===== config.mk =====
export PLATFORM = sky130hd
export DESIGN_NAME = fp_mult_sequencer
export DESIGN_NICKNAME = d
export VERILOG_FILES = /design/src/rtl/fp_mult_sequencer.sv
export SDC_FILE = /design/constraint.sdc
export NUM_CORES = 1
export LEC_CHECK = 0
export ABC_AREA = 1
export BUFFER_PORTS_ARGS = -buffer_cell sky130_fd_sc_hd__buf_2
export CAP_MARGIN = 15
export CORE_ASPECT_RATIO = 1.2
export CORE_UTILIZATION = 45
export DETAILED_ROUTE_END_ITERATION = 10
export PLACE_DENSITY = 0.69
export SYNTH_ARGS = -nofsm -noshare
export SYNTH_HDL_FRONTEND = slang
export SYNTH_SLANG_ARGS = --single-unit

===== constraint.sdc =====
create_clock -name clk -period 4 [get_ports clk]
set_input_delay 1.2 -clock clk [delete_from_list [all_inputs] [get_ports clk]]
set_output_delay 1.2 -clock clk [all_outputs]
set_load 0.02 [all_outputs]

===== src/rtl/fp_mult_sequencer.sv =====
// Sequential IEEE-754 single-precision multiplier: 24-cycle shift-add mantissa loop plus one normalise cycle.
// Define FP_MULT_ROUND_EN for round-to-nearest-even; the default build truncates. Latency is the same in both builds.
module fp_mult_sequencer (
    input  logic        clk,
    input  logic        rst_n,
    input  logic        in_valid,
    output logic        in_ready,
    input  logic [31:0] operand_a,
    input  logic [31:0] operand_b,
    output logic        out_valid,
    input  logic        out_ready,
    output logic [31:0] result,
    output logic        is_special
);

    localparam logic [1:0] S_IDLE = 2'd0;
    localparam logic [1:0] S_MULT = 2'd1;
    localparam logic [1:0] S_NORM = 2'd2;
    localparam logic [1:0] S_DONE = 2'd3;

    logic [1:0]        state_q,   state_d;
    logic [23:0]       mcand_q,   mcand_d;
    logic [23:0]       mplier_q,  mplier_d;
    logic              sign_q,    sign_d;
    logic signed [9:0] exp_q,     exp_d;
    logic [4:0]        cnt_q,     cnt_d;
    logic [47:0]       prod_q,    prod_d;
    logic [31:0]       result_q,  result_d;
    logic              special_q, special_d;

    logic [7:0]        ea, eb;
    logic              any_zero, any_inf;
    logic [47:0]       addend;
    logic [22:0]       frac_trunc;
    logic              round_up;
    logic [23:0]       frac_rnd;
    logic signed [9:0] exp_norm, exp_final;
    logic [31:0]       packed_res;

    assign ea       = operand_a[30:23];
    assign eb       = operand_b[30:23];
    assign any_zero = (ea == 8'd0) || (eb == 8'd0);
    assign any_inf  = (ea == 8'hFF) || (eb == 8'hFF);

    assign addend = mplier_q[cnt_q] ? ({24'd0, mcand_q} << cnt_q) : 48'd0;

    // Normalise the product in prod_q, round (or truncate), then clamp to inf/zero.
    always_comb begin
        if (prod_q[47]) begin
            frac_trunc = prod_q[46:24];
            exp_norm   = exp_q + 10'sd1;
        end else begin
            frac_trunc = prod_q[45:23];
            exp_norm   = exp_q;
        end
`ifdef FP_MULT_ROUND_EN
        if (prod_q[47]) begin
            round_up = prod_q[23] & ((|prod_q[22:0]) | frac_trunc[0]);
        end else begin
            round_up = prod_q[22] & ((|prod_q[21:0]) | frac_trunc[0]);
        end
`else
        round_up = 1'b0;
`endif
        frac_rnd  = {1'b0, frac_trunc} + {23'd0, round_up};
        // A carry out of the fraction leaves the field all zeros; only the exponent moves.
        exp_final = exp_norm + (frac_rnd[23] ? 10'sd1 : 10'sd0);
        if (exp_final >= 10'sd255) begin
            packed_res = {sign_q, 8'hFF, 23'd0};
        end else if (exp_final <= 10'sd0) begin
            packed_res = 32'd0;
        end else begin
            packed_res = {sign_q, exp_final[7:0], frac_rnd[22:0]};
        end
    end

    // NOTE: every signal written in always_comb gets a default first, so no path can infer a latch.
    always_comb begin
        state_d   = state_q;
        mcand_d   = mcand_q;
        mplier_d  = mplier_q;
        sign_d    = sign_q;
        exp_d     = exp_q;
        cnt_d     = cnt_q;
        prod_d    = prod_q;
        result_d  = result_q;
        special_d = special_q;
        case (state_q)
            S_IDLE: begin
                if (in_valid) begin
                    mcand_d  = {1'b1, operand_a[22:0]};
                    mplier_d = {1'b1, operand_b[22:0]};
                    sign_d   = operand_a[31] ^ operand_b[31];
                    exp_d    = $signed({2'b00, ea}) + $signed({2'b00, eb}) - 10'sd127;
                    cnt_d    = 5'd0;
                    prod_d   = 48'd0;
                    if (any_zero) begin
                        result_d  = 32'd0;
                        special_d = 1'b1;
                        state_d   = S_DONE;
                    end else if (any_inf) begin
                        result_d  = {operand_a[31] ^ operand_b[31], 8'hFF, 23'd0};
                        special_d = 1'b1;
                        state_d   = S_DONE;
                    end else begin
                        state_d = S_MULT;
                    end
                end
            end
            S_MULT: begin
                prod_d = prod_q + addend;
                if (cnt_q == 5'd23) begin
                    cnt_d   = 5'd0;
                    state_d = S_NORM;
                end else begin
                    cnt_d = cnt_q + 5'd1;
                end
            end
            S_NORM: begin
                result_d  = packed_res;
                special_d = 1'b0;
                state_d   = S_DONE;
            end
            default: begin
                if (out_ready) state_d = S_IDLE;
            end
        endcase
    end

    // NOTE: sequential state uses non-blocking assignments only, so every flop samples pre-edge values.
    always_ff @(posedge clk or negedge rst_n) begin
        if (!rst_n) begin
            state_q   <= S_IDLE;
            mcand_q   <= 24'd0;
            mplier_q  <= 24'd0;
            sign_q    <= 1'b0;
            exp_q     <= 10'sd0;
            cnt_q     <= 5'd0;
            prod_q    <= 48'd0;
            result_q  <= 32'd0;
            special_q <= 1'b0;
        end else begin
            state_q   <= state_d;
            mcand_q   <= mcand_d;
            mplier_q  <= mplier_d;
            sign_q    <= sign_d;
            exp_q     <= exp_d;
            cnt_q     <= cnt_d;
            prod_q    <= prod_d;
            result_q  <= result_d;
            special_q <= special_d;
        end
    end

    assign in_ready   = (state_q == S_IDLE);
    assign out_valid  = (state_q == S_DONE);
    assign result     = result_q;
    assign is_special = special_q;

endmodule

==> flow_summary_export.csv <==
group,metric,value,unit
clock_network,numClockSinks,146,
clock_network,cts_hold_buf,0,
worst_setup_path,critical-path-top-delay-family,"compound AO/OA/AOI/OAI gates",
grt,grt_pass1_wl,64110,microns
cells_and_area,drive_gt1_share,11.85,%
worst_setup_path,start_kind,"flip-flop",
routing,first_pass_iters,5,
grt,grt_usage,30.08,%
routing,vias_per_cell,5.397,
job,drv_cap,0,
worst_setup_path,worst-path-buf-inv,3,
yosys,async_flop_share,100.0,%
cells_and_area,layout_commonest_cell,"nand2_1",
sta,post-route-period-util,93.59,%
floorplanning,start_util,45.84,%
sta,rsz0062_at_grt,"yes",
routing,drt_iter0_drc,937,
sta,fin_crit,3.744,ns
place,gp_congestion,1.050,
clock_network,clk_latency,0.44,ns
sta,fmax,267.1,MHz
sta,skew,0.01176,ns
worst_setup_path,cpMostUsedCell,"nand2_1",
sta,relSlewSlack,44.82,%
clock_network,cts_buffers,17,
clock_network,h-tree-depth,4,
worst_setup_path,cpMaxStageDelayCell,"a21oi_1",
cells_and_area,diodes,0,
worst_setup_path,cp_cell_sequence,"inv_2 > buf_12 > o21ai_0 > o22ai_1 > o211ai_1 > nand2_1 > nand2_4 > buf_4 > nor2_1 > ha_1 > a21oi_1 > o21ai_0 > a21oi_1 > o21bai_1 > nand2_1 > nand3_1 > nand2_1 > nand3_1 > nand2_1",
yosys,syn_area,12080,sq um
routing,dr_total_vias,12690,
place,place_ws,0.2376,ns
floorplanning,die_x,151.6,microns
routing,wl_per_cell,16.81,microns
clock_network,clk_pin_slew,0.06,ns
yosys,synth_edf_count,0,
worst_setup_path,critPathLaunch,"cnt_q[0]",
floorplanning,io_pins,103,
yosys,yosysSeqAreaShare,30.25,%
routing,ant_nets,0,
floorplanning,rows,65,
sta,hold_viol,0,
worst_setup_path,max_stage_delay,0.53,ns
sta,layout_setup_ws,0.2563,ns
worst_setup_path,rr_startpoint,"cnt_q[0]",
routing,drc,0,
pwr,ir_drop,353.2,uV
status,outcome,"completed",
yosys,synth_ff_type,"dfrtp_1",
worst_setup_path,crit_type,"reg -> reg",
clock_network,cts_setup_buffers,0,
place,post-dp-hpwl,31200,microns
yosys,ys_ff_latch,146,
worst_setup_path,critical_path_peak_fanout,30,
floorplanning,die_area,27500,sq um
place,dp.cells,2319,
grt,grt_pass1_vias,12370,
yosys,synth_warnings,0,
clock_network,cts.repair.resized,0,
clock_network,clockBufferDepth,2,
worst_setup_path,crit_required,4.38,ns
cells_and_area,n_fill_cell,2821,
pwr,power_density,691.7,nW/um^2
yosys,netlist_instances,1921,
floorplanning,die_y,181.5,microns
yosys,ys_types,52,
cells_and_area,final_cell_mix,"661 x nand2_1, 241 x nor2_1, 157 x inv_1, 146 x dfrtp_1, 118 x o21ai_0",
yosys,synthesis.nets,2060,
yosys,syn_avg_cell_area,6.288,sq um
floorplanning,core-area,26350,sq um
sta,setup_violations,0,
worst_setup_path,crit_arrival,4.12,ns
cells_and_area,nets,2143,
grt,grt_max_degree,82,
clock_network,cts_root_buf,"clkbuf_16",
grt,antenna_found_initial,0,
place,numPortBuffers,102,
cells_and_area,fin_cells,2352,
worst_hold_path,min_path_type,"reg -> reg",
clock_network,cts_tree,"yes",
worst_setup_path,cp-end-kind,"flip-flop",
grt,overflow,0,
pwr,leakage,7.015,nW
worst_hold_path,hold_start,"mplier_q[14]",
sta,tightest_slew,0.8277,ns
routing,totalWireLength,39540,microns
sta,holdWs,0.4755,ns
sta,slew_viol_final,0,
cells_and_area,area_growth,12.46,%
flip-flops by register name, summed over array words and instances, names as in the netlist:
register,flops
cnt_q,5
exp_q,10
is_special,1
mcand_q,24
mplier_q,23
prod_q,48
result,32
sign_q,1
state_q,2
cell usage after synthesis, types with 7 or more instances:
cell      instances  area, sq um
nor2_1          247        927.1
inv_1           157        589.3
o22ai_1          19        118.9
a21oi_1         122        610.6
o21ai_0         125        625.6
buf_2            12        60.06
ha_1             69        863.3
o21ai_2           8        70.07
clkbuf_1         33        123.9
nand4_1          16        100.1
nand2_2          23        143.9
nor3_1           12        60.06
a21o_1            7        52.55
dfrtp_1         146         3654
o21ai_1          64        320.3
or2_2             9        56.30
nand3_1          97        485.5
nand2_1         663         2489
buf_4            10        75.07
inv_2             8        30.03
cell type report:
type                       instances  area [sq um]  area share (%)
tap                              335         419.2           3.086
timing repair buffer             132         790.8           5.821
multi-input combinational       1539          7502           55.23
sequential                       146          3654           26.90
inverter                         168         635.6           4.679
clock inverter                    14         143.9           1.059
clock buffer                      18         439.2           3.233
tightest hold or removal path, stage by stage, from the launching register on:
cell and delay (ns):
dfrtp_1 0.34, nand2_1 0.05, nand2_1 0.05
per-layer routing:
layer	part of all wire [%]	up-vias	track usage (%)
li1	-	6410	-
met1	44	5879	38.17
met2	48	335	51.47
met3	4.6	69	4.698
met4	3.0	0	9.822
met5	0	-	0
per-stage QoR:
stage | cell area [sq um] | total power, mW | utilization (%) | TNS, ns
3_5_place_dp | 12910 | 7.629 | 48.99 | 0
5_1_grt | 13580 | 10.24 | 51.55 | -0.06271
4_1_cts | 13490 | 9.308 | 51.21 | 0
3_3_place_gp | 12910 | 7.556 | 48.99 | 0
2_1_floorplan | 12080 | 6.130 | - | 0
6_report | 13580 | 9.396 | 51.55 | 0
power by group:
group	internal (mW)	switching (mW)
clock network	0.897	0.750
registers	1.97	0.379
logic	1.71	3.69
logic make-up (layout without fill, tap and decap cells):
| group | after synthesis | count (layout) | share of synthesized area [%] |
|---|---|---|---|
| xor gates and xnor gates | 2 | 2 | 0.1450 |
| adders and majority gates | 71 | 71 | 7.479 |
| AOI/OAI and AO/OA | 376 | 376 | 16.91 |
| muxes | 3 | 3 | 0.2486 |
| buffers and inverters | 236 | 332 | 8.359 |
| DFF | 146 | 146 | 30.25 |
| and+or+nand+nor | 1087 | 1087 | 36.62 |
path summary, 6_finish.rpt:
check                                to  slack [ns]  depth (start not counted)
max                          prod_q[41]        0.26                         19
min reg2reg                mplier_q[14]        0.48                          2
max in group asynchronous   mplier_q[8]        2.32                          2
min in group asynchronous    prod_q[45]        0.82                          1
min                        mplier_q[14]        0.48                          2
max reg2reg                  prod_q[41]        0.26                         19
Power figures use the tool's default switching activity.
